### src/rtl/lane_deserializer_if.sv
// lane_deserializer_if: sample strobe, serial lanes and decoded-frame outputs of the lane deserializer
interface lane_deserializer_if #(parameter int PAYLOAD_BEATS = 16);
   logic                         sample_en;
   logic                         serial_in_h;
   logic                         serial_in_0;
   logic                         serial_in_1;
   logic                         serial_in_2;
   logic                         serial_in_3;
   logic                         pkt_valid;
   logic [3:0]                   pkt_type;
   logic                         pkt_seq;
   logic [4*PAYLOAD_BEATS-1:0]   pkt_payload;
   logic                         chk_err;
   logic                         timeout_err;
   logic                         busy;
   modport master (
      output sample_en, serial_in_h, serial_in_0, serial_in_1, serial_in_2, serial_in_3,
      input  pkt_valid, pkt_type, pkt_seq, pkt_payload, chk_err, timeout_err, busy
   );
   modport slave (
      input  sample_en, serial_in_h, serial_in_0, serial_in_1, serial_in_2, serial_in_3,
      output pkt_valid, pkt_type, pkt_seq, pkt_payload, chk_err, timeout_err, busy
   );
endinterface

### src/rtl/lane_deserializer.sv
// lane_deserializer: hunts a header-lane sync word, then collects header, 4-lane payload and checksum.
// Optional error counters are enabled with the macro LANE_DESER_ERR_CNT_EN.
module lane_deserializer #(
   parameter int         PAYLOAD_BEATS  = 16,
   parameter int         TIMEOUT_CYCLES = 2000,
   parameter logic [7:0] SYNC_WORD      = 8'hA5
) (
   input  logic                clk,
   input  logic                rst_l,
   lane_deserializer_if.slave  lif
`ifdef LANE_DESER_ERR_CNT_EN
   ,
   output logic [7:0]          chk_err_cnt,
   output logic [7:0]          timeout_cnt
`endif
);
   localparam int CW = $clog2(PAYLOAD_BEATS > 5 ? PAYLOAD_BEATS : 5);
   localparam int TW = $clog2(TIMEOUT_CYCLES + 1);
   localparam int PW = 4 * PAYLOAD_BEATS;

   typedef enum logic [1:0] {HUNT, HDR, DATA, CHK} state_e;

   state_e          state_q, state_d;
   logic [7:0]      sr_q, sr_d;
   logic [CW-1:0]   cnt_q, cnt_d;
   logic [4:0]      hdr_q, hdr_d;
   logic [PW-1:0]   pay_st_q, pay_st_d;
   logic [3:0]      csum_q, csum_d;
   logic [3:0]      chk_q, chk_d;
   logic [TW-1:0]   tmo_q, tmo_d;
   logic            pkt_valid_q, pkt_valid_d;
   logic            chk_err_q, chk_err_d;
   logic            timeout_err_q, timeout_err_d;
   logic [3:0]      type_q, type_d;
   logic            seq_q, seq_d;
   logic [PW-1:0]   payload_q, payload_d;
   logic [3:0]      nib;

   assign nib = {lif.serial_in_3, lif.serial_in_2, lif.serial_in_1, lif.serial_in_0};

   // Next-state: sampling only happens on strobes; a stalled frame is dropped once the timeout expires.
   always_comb begin
      state_d       = state_q;
      sr_d          = sr_q;
      cnt_d         = cnt_q;
      hdr_d         = hdr_q;
      pay_st_d      = pay_st_q;
      csum_d        = csum_q;
      chk_d         = chk_q;
      tmo_d         = (state_q == HUNT || lif.sample_en) ? '0 : tmo_q + 1'b1;
      pkt_valid_d   = 1'b0;
      chk_err_d     = 1'b0;
      timeout_err_d = 1'b0;
      type_d        = type_q;
      seq_d         = seq_q;
      payload_d     = payload_q;
      if (lif.sample_en) begin
         case (state_q)
            HUNT: begin
               sr_d = {sr_q[6:0], lif.serial_in_h};
               if (sr_d == SYNC_WORD) begin
                  state_d = HDR;
                  cnt_d   = '0;
                  csum_d  = '0;
               end
            end
            HDR: begin
               hdr_d = {hdr_q[3:0], lif.serial_in_h};
               cnt_d = cnt_q + 1'b1;
               if (cnt_q == CW'(4)) begin
                  state_d = DATA;
                  cnt_d   = '0;
               end
            end
            DATA: begin
               pay_st_d[{cnt_q, 2'b00} +: 4] = nib;
               csum_d = csum_q ^ nib;
               cnt_d  = cnt_q + 1'b1;
               if (cnt_q == CW'(PAYLOAD_BEATS - 1)) begin
                  state_d = CHK;
                  cnt_d   = '0;
               end
            end
            default: begin
               chk_d = {chk_q[2:0], lif.serial_in_h};
               cnt_d = cnt_q + 1'b1;
               if (cnt_q == CW'(3)) begin
                  state_d = HUNT;
                  cnt_d   = '0;
                  sr_d    = '0;
                  if (chk_d == (csum_q ^ hdr_q[4:1] ^ {3'b0, hdr_q[0]})) begin
                     pkt_valid_d = 1'b1;
                     type_d      = hdr_q[4:1];
                     seq_d       = hdr_q[0];
                     payload_d   = pay_st_q;
                  end else begin
                     chk_err_d = 1'b1;
                  end
               end
            end
         endcase
      end else if (state_q != HUNT && tmo_q == TW'(TIMEOUT_CYCLES - 1)) begin
         state_d       = HUNT;
         cnt_d         = '0;
         sr_d          = '0;
         timeout_err_d = 1'b1;
      end
   end

   // State and output registers; reset discards any partial frame immediately.
   always_ff @(posedge clk or negedge rst_l) begin
      if (!rst_l) begin
         state_q       <= HUNT;
         sr_q          <= '0;
         cnt_q         <= '0;
         hdr_q         <= '0;
         pay_st_q      <= '0;
         csum_q        <= '0;
         chk_q         <= '0;
         tmo_q         <= '0;
         pkt_valid_q   <= 1'b0;
         chk_err_q     <= 1'b0;
         timeout_err_q <= 1'b0;
         type_q        <= '0;
         seq_q         <= 1'b0;
         payload_q     <= '0;
      end else begin
         state_q       <= state_d;
         sr_q          <= sr_d;
         cnt_q         <= cnt_d;
         hdr_q         <= hdr_d;
         pay_st_q      <= pay_st_d;
         csum_q        <= csum_d;
         chk_q         <= chk_d;
         tmo_q         <= tmo_d;
         pkt_valid_q   <= pkt_valid_d;
         chk_err_q     <= chk_err_d;
         timeout_err_q <= timeout_err_d;
         type_q        <= type_d;
         seq_q         <= seq_d;
         payload_q     <= payload_d;
      end
   end

   assign lif.pkt_valid   = pkt_valid_q;
   assign lif.chk_err     = chk_err_q;
   assign lif.timeout_err = timeout_err_q;
   assign lif.pkt_type    = type_q;
   assign lif.pkt_seq     = seq_q;
   assign lif.pkt_payload = payload_q;
   assign lif.busy        = (state_q != HUNT);

`ifdef LANE_DESER_ERR_CNT_EN
   logic [7:0] chk_err_cnt_q, chk_err_cnt_d;
   logic [7:0] timeout_cnt_q, timeout_cnt_d;

   // Saturating error counters advance on the cycle each error pulse is raised.
   always_comb begin
      chk_err_cnt_d = (chk_err_d && chk_err_cnt_q != 8'hFF) ? chk_err_cnt_q + 8'd1 : chk_err_cnt_q;
      timeout_cnt_d = (timeout_err_d && timeout_cnt_q != 8'hFF) ? timeout_cnt_q + 8'd1 : timeout_cnt_q;
   end

   // Error counter registers.
   always_ff @(posedge clk or negedge rst_l) begin
      if (!rst_l) begin
         chk_err_cnt_q <= '0;
         timeout_cnt_q <= '0;
      end else begin
         chk_err_cnt_q <= chk_err_cnt_d;
         timeout_cnt_q <= timeout_cnt_d;
      end
   end

   assign chk_err_cnt = chk_err_cnt_q;
   assign timeout_cnt = timeout_cnt_q;
`endif
endmodule

### src/flat_wrapper.sv
// flat-port wrapper written by rule: the top's interface ports become plain ports
module lane_deserializer_flat 
#(
   parameter int         PAYLOAD_BEATS  = 16,
   parameter int         TIMEOUT_CYCLES = 2000,
   parameter logic [7:0] SYNC_WORD      = 8'hA5
)
  (clk, rst_l, lif_sample_en, lif_serial_in_h, lif_serial_in_0, lif_serial_in_1, lif_serial_in_2, lif_serial_in_3, lif_pkt_valid, lif_pkt_type, lif_pkt_seq, lif_pkt_payload, lif_chk_err, lif_timeout_err, lif_busy);
  lane_deserializer_if #(.PAYLOAD_BEATS(PAYLOAD_BEATS)) lif_i ();
  input  logic clk;
  input  logic rst_l;
  input wire logic [$bits(lif_i.sample_en)-1:0] lif_sample_en;
  input wire logic [$bits(lif_i.serial_in_h)-1:0] lif_serial_in_h;
  input wire logic [$bits(lif_i.serial_in_0)-1:0] lif_serial_in_0;
  input wire logic [$bits(lif_i.serial_in_1)-1:0] lif_serial_in_1;
  input wire logic [$bits(lif_i.serial_in_2)-1:0] lif_serial_in_2;
  input wire logic [$bits(lif_i.serial_in_3)-1:0] lif_serial_in_3;
  output wire logic [$bits(lif_i.pkt_valid)-1:0] lif_pkt_valid;
  output wire logic [$bits(lif_i.pkt_type)-1:0] lif_pkt_type;
  output wire logic [$bits(lif_i.pkt_seq)-1:0] lif_pkt_seq;
  output wire logic [$bits(lif_i.pkt_payload)-1:0] lif_pkt_payload;
  output wire logic [$bits(lif_i.chk_err)-1:0] lif_chk_err;
  output wire logic [$bits(lif_i.timeout_err)-1:0] lif_timeout_err;
  output wire logic [$bits(lif_i.busy)-1:0] lif_busy;
  assign lif_i.sample_en = lif_sample_en;
  assign lif_i.serial_in_h = lif_serial_in_h;
  assign lif_i.serial_in_0 = lif_serial_in_0;
  assign lif_i.serial_in_1 = lif_serial_in_1;
  assign lif_i.serial_in_2 = lif_serial_in_2;
  assign lif_i.serial_in_3 = lif_serial_in_3;
  assign lif_pkt_valid = lif_i.pkt_valid;
  assign lif_pkt_type = lif_i.pkt_type;
  assign lif_pkt_seq = lif_i.pkt_seq;
  assign lif_pkt_payload = lif_i.pkt_payload;
  assign lif_chk_err = lif_i.chk_err;
  assign lif_timeout_err = lif_i.timeout_err;
  assign lif_busy = lif_i.busy;
  lane_deserializer #(.PAYLOAD_BEATS(PAYLOAD_BEATS), .TIMEOUT_CYCLES(TIMEOUT_CYCLES), .SYNC_WORD(SYNC_WORD)) u_core (.clk(clk), .rst_l(rst_l), .lif(lif_i));
endmodule
### config.mk
export PLATFORM = sky130hd
export DESIGN_NAME = lane_deserializer_flat
export DESIGN_NICKNAME = d
export VERILOG_FILES = /design/src/rtl/lane_deserializer_if.sv /design/src/rtl/lane_deserializer.sv /design/src/flat_wrapper.sv
export SDC_FILE = /design/constraint.sdc
export NUM_CORES = 1
export LEC_CHECK = 0
export BUFFER_PORTS_ARGS = -buffer_cell sky130_fd_sc_hd__buf_4
export CORE_MARGIN = 10
export CORE_UTILIZATION = 30
export DETAILED_ROUTE_END_ITERATION = 8
export HOLD_SLACK_MARGIN = 0.03
export SETUP_SLACK_MARGIN = 0.05
export SYNTH_ARGS = -nofsm -noshare
export SYNTH_HDL_FRONTEND = slang
export SYNTH_SLANG_ARGS = --single-unit
### constraint.sdc
create_clock -name clk -period 6.2 [get_ports clk]
set_clock_uncertainty 0.15 [all_clocks]
set_input_delay 0.31 -clock clk [delete_from_list [all_inputs] [get_ports clk]]
set_output_delay 0.31 -clock clk [all_outputs]
set_load 0.01 [all_outputs]
==> impl_metrics.py <==
metrics = {
    "timing": {
        "drv_slew": 0,
        "setup_viol": 0,
        "worst_slew_pin_slew_ns": 1.20,
        "hold_violations": 0,
        "period_needed_ns": 3.61,
        "min_period_over_period": 0.582,
        "slew_headroom": 0.191,
        "max_freq_ghz": 0.277,
        "grt_setup_unrepaired": "false",
        "tns_ns": 0,
    },
    "critical_path": {
        "crit_type": "register to register",
        "worst-endpoint-arrival_ns": 3.77,
        "rr_endpoint": "u_core.lif.pkt_payload[32]",
        "cp_slowest_stage_delay_ns": 0.87,
        "worstPathCellList": "ha_1, or3b_4, or2_4, nor2_8, buf_4, mux2_4",
        "cp.depth": 6,
        "setup.worst_path.end_class": "register",
        "regToRegStartpoint": "u_core.cnt_q[0]",
        "crit_end": "u_core.lif.pkt_payload[32]",
        "cp-start-kind": "register",
        "path_max_fanout": 50,
        "slowest_stage": "nor2_8",
        "critPathTopFamily": "simple AND/OR/NAND/NOR gates",
        "reg2reg_depth": 6,
        "worstPathRequired_ns": 6.36,
        "crit_path_start": "u_core.cnt_q[0]",
        "reg2reg_setup_slack_ns": 2.59,
        "crit_buf_inv": 1,
    },
    "grt": {
        "grt_pass1_wl_mm": 25.5,
        "grt_max_degree": 111,
        "grt_usage": 0.103,
        "overflow": 0,
        "grt_pass1_vias": 4497,
        "antenna_found_initial": 0,
    },
    "logic_synthesis": {
        "synth_top_area_share": 0.569,
        "syn_area_sq_mm": 0.00757,
        "syn_avg_cell_area_sq_um": 14.0,
        "syn_inst": 542,
        "ys.flop_type": "dfrtp_1",
        "async_reset_ff_frac": 1.00,
        "yosys.area.top_type": "dfrtp_1",
        "synthTopCellsByCount": "172 x dfrtp_1, 69 x mux2_4, 65 x mux2_2, 39 x nand2_1, 31 x nor2_1",
        "yosysMostFrequentCell": "dfrtp_1",
        "ys_ff_latch": 172,
        "synth_edf_count": 0,
        "ys_top_cells_by_area": "dfrtp_1 57%, mux2_4 14%, mux2_2 9.7%",
        "syn_nets": 560,
        "synth_seq_area_share": 0.569,
        "yosys_warnings": 0,
        "synthDistinctLibCells": 47,
    },
    "run": {
        "cap_violations": 0,
    },
    "placement": {
        "dp_hpwl_mm": 11.0,
        "gp_congestion": 0.803,
        "dpl.cell_count": 937,
        "port-buffer-count": 80,
    },
    "clock_tree": {
        "clkSinkCount": 172,
        "clock_path_buffers": 2,
        "clk_pin_slew_ns": 0.06,
        "clkLatencyLatePin_ns": 0.43,
        "root_buffer": "clkbuf_16",
        "numCtsBuffers": 17,
        "h-tree-depth": 4,
        "cts_resized": 0,
        "cts_tree": "yes",
    },
    "power": {
        "p_per_area_mw_per_mm2": 309,
        "p_leak_uw": 0.00438,
        "peakVddDrop_mv": 0.234,
    },
    "floorplanning": {
        "die_area_sq_mm": 0.0320,
        "initial_core_util": 0.302,
        "rows": 58,
        "fp.dieH_um": 179,
        "die_w_um": 179,
        "io_pins": 81,
        "fp.coreArea_sq_mm": 0.0250,
    },
    "worst_hold_path": {
        "min_path_type": "input port to register",
        "hp-start": "lif_serial_in_3",
    },
    "finish": {
        "finalNonFillerCells": 971,
        "antennaDiodeCount": 0,
        "fillers": 2435,
        "nets": 647,
        "areaGrowthSynthToFinish_pct": 19.3,
        "drive_above_1_share": 0.392,
    },
    "routing": {
        "via_per_inst": 4.45,
        "wl_mm": 15.7,
        "route.met2.wl_mm": 7.19,
        "routed.top_layer": "met4",
        "dr_total_vias": 4319,
        "route.met3.wl_mm": 1.05,
        "wl_met1_mm": 7.14,
        "ant_nets": 0,
        "wl_per_cell_um": 16.1,
        "drc": 0,
        "drtIter0Drc": 243,
        "drtPass1Iterations": 4,
    },
    "run_status": {
        "status": "completed",
    },
}
## report_power, final
group,switching (uW),leakage (uW),internal (uW)
Sequential,72.8,0.00238,1190
Clock,430,0.000280,642
Combinational,268,0.00173,183
Total,770,0.00438,2020
## what timing repair did
action                    CTS  global route
hold endpoints to repair  113             0
setup buffers               0             0
hold buffers                3             0
## metal layers
metal	vias up	global-route usage
met4	0	0.0389
met3	18	0.0421
li1	2072	-
met2	87	0.152
met1	2142	0.132
met5	-	0
## placed cells by master, fill, tap and decap left out, types with 3 or more instances in the layout
master	instances
inv_1	15
and2_1	5
mux2_2	65
ha_1	10
xor2_1	6
clkinvlp_4	3
dfrtp_1	172
nand2_1	39
o21ai_0	21
clkbuf_1	3
nand3_1	8
clkbuf_16	17
buf_4	81
bufinv_16	3
xnor2_1	12
a21oi_1	7
nor3_1	8
nand2b_1	5
and3_1	8
nor2_1	31
a22o_1	6
dlygate4sd3_1	3
nor2b_1	3
o31ai_1	4
nand4_1	3
mux2_4	69
## stage by stage
stage	area [sq um]	hold slack, ns	power (uW)	utilization	setup slack [ns]
detailed placement	8410	0.301	1740	0.336	2.57
global route	9030	0.0303	2940	0.361	2.36
CTS	9030	0.0308	2830	0.361	2.56
global placement	8410	0.299	1730	0.336	2.65
floorplan	7570	-0.136	1610	-	3.86
finish	9030	0.0496	2790	0.361	2.59
## worst min-delay path by stage
stage,end,depth (start not counted)
2_1_floorplan,u_core.chk_q[0],0
3_3_place_gp,u_core.tmo_q[0],1
3_5_place_dp,u_core.tmo_q[0],1
4_1_cts,u_core.pay_st_q[35],2
5_1_grt,u_core.pay_st_q[51],2
6_report,u_core.pay_st_q[35],2
## final cells by class
class / instances / area, sq um / share of cell area
multi-input cells: 338 / 3010 / 0.334
repair buffers: 85 / 649 / 0.0719
clock buffers: 21 / 450 / 0.0499
well taps: 330 / 413 / 0.0457
clock inverters: 10 / 140 / 0.0155
inverters: 15 / 56.3 / 0.00624
flip-flops and latches: 172 / 4300 / 0.477
## state kept, by name, summed over array words and instances, names as in the netlist, 2 cells and up
name / flops
u_core.chk_q: 3
u_core.pay_st_q: 64
u_core.csum_q: 4
u_core.lif.pkt_payload: 64
u_core.cnt_q: 4
u_core.state_q: 2
u_core.hdr_q: 5
u_core.tmo_q: 11
u_core.lif.pkt_type: 4
u_core.sr_q: 7
## cells by family after synthesis
kind of cell | count (synthesis) | synth area share
flip-flops | 172 | 0.569
multiplexers | 136 | 0.236
AND/OR/NAND/NOR | 126 | 0.0846
AO/OA/AOI/OAI | 48 | 0.0400
buffers and inverters | 32 | 0.0331
XOR/XNOR | 18 | 0.0208
adder cells (fa/ha/maj) | 10 | 0.0165
## worst reg2reg max path: cells and delay by family, from the launching register on
kind                     cells  cell delay (ns)
AND/OR/NAND/NOR              3             1.57
multiplexers                 1             0.36
buffers and inverters        1             0.56
flip-flops                   1             0.58
adder cells (fa/ha/maj)      1             0.28
Note: power is estimated with default switching activity, not from simulation.
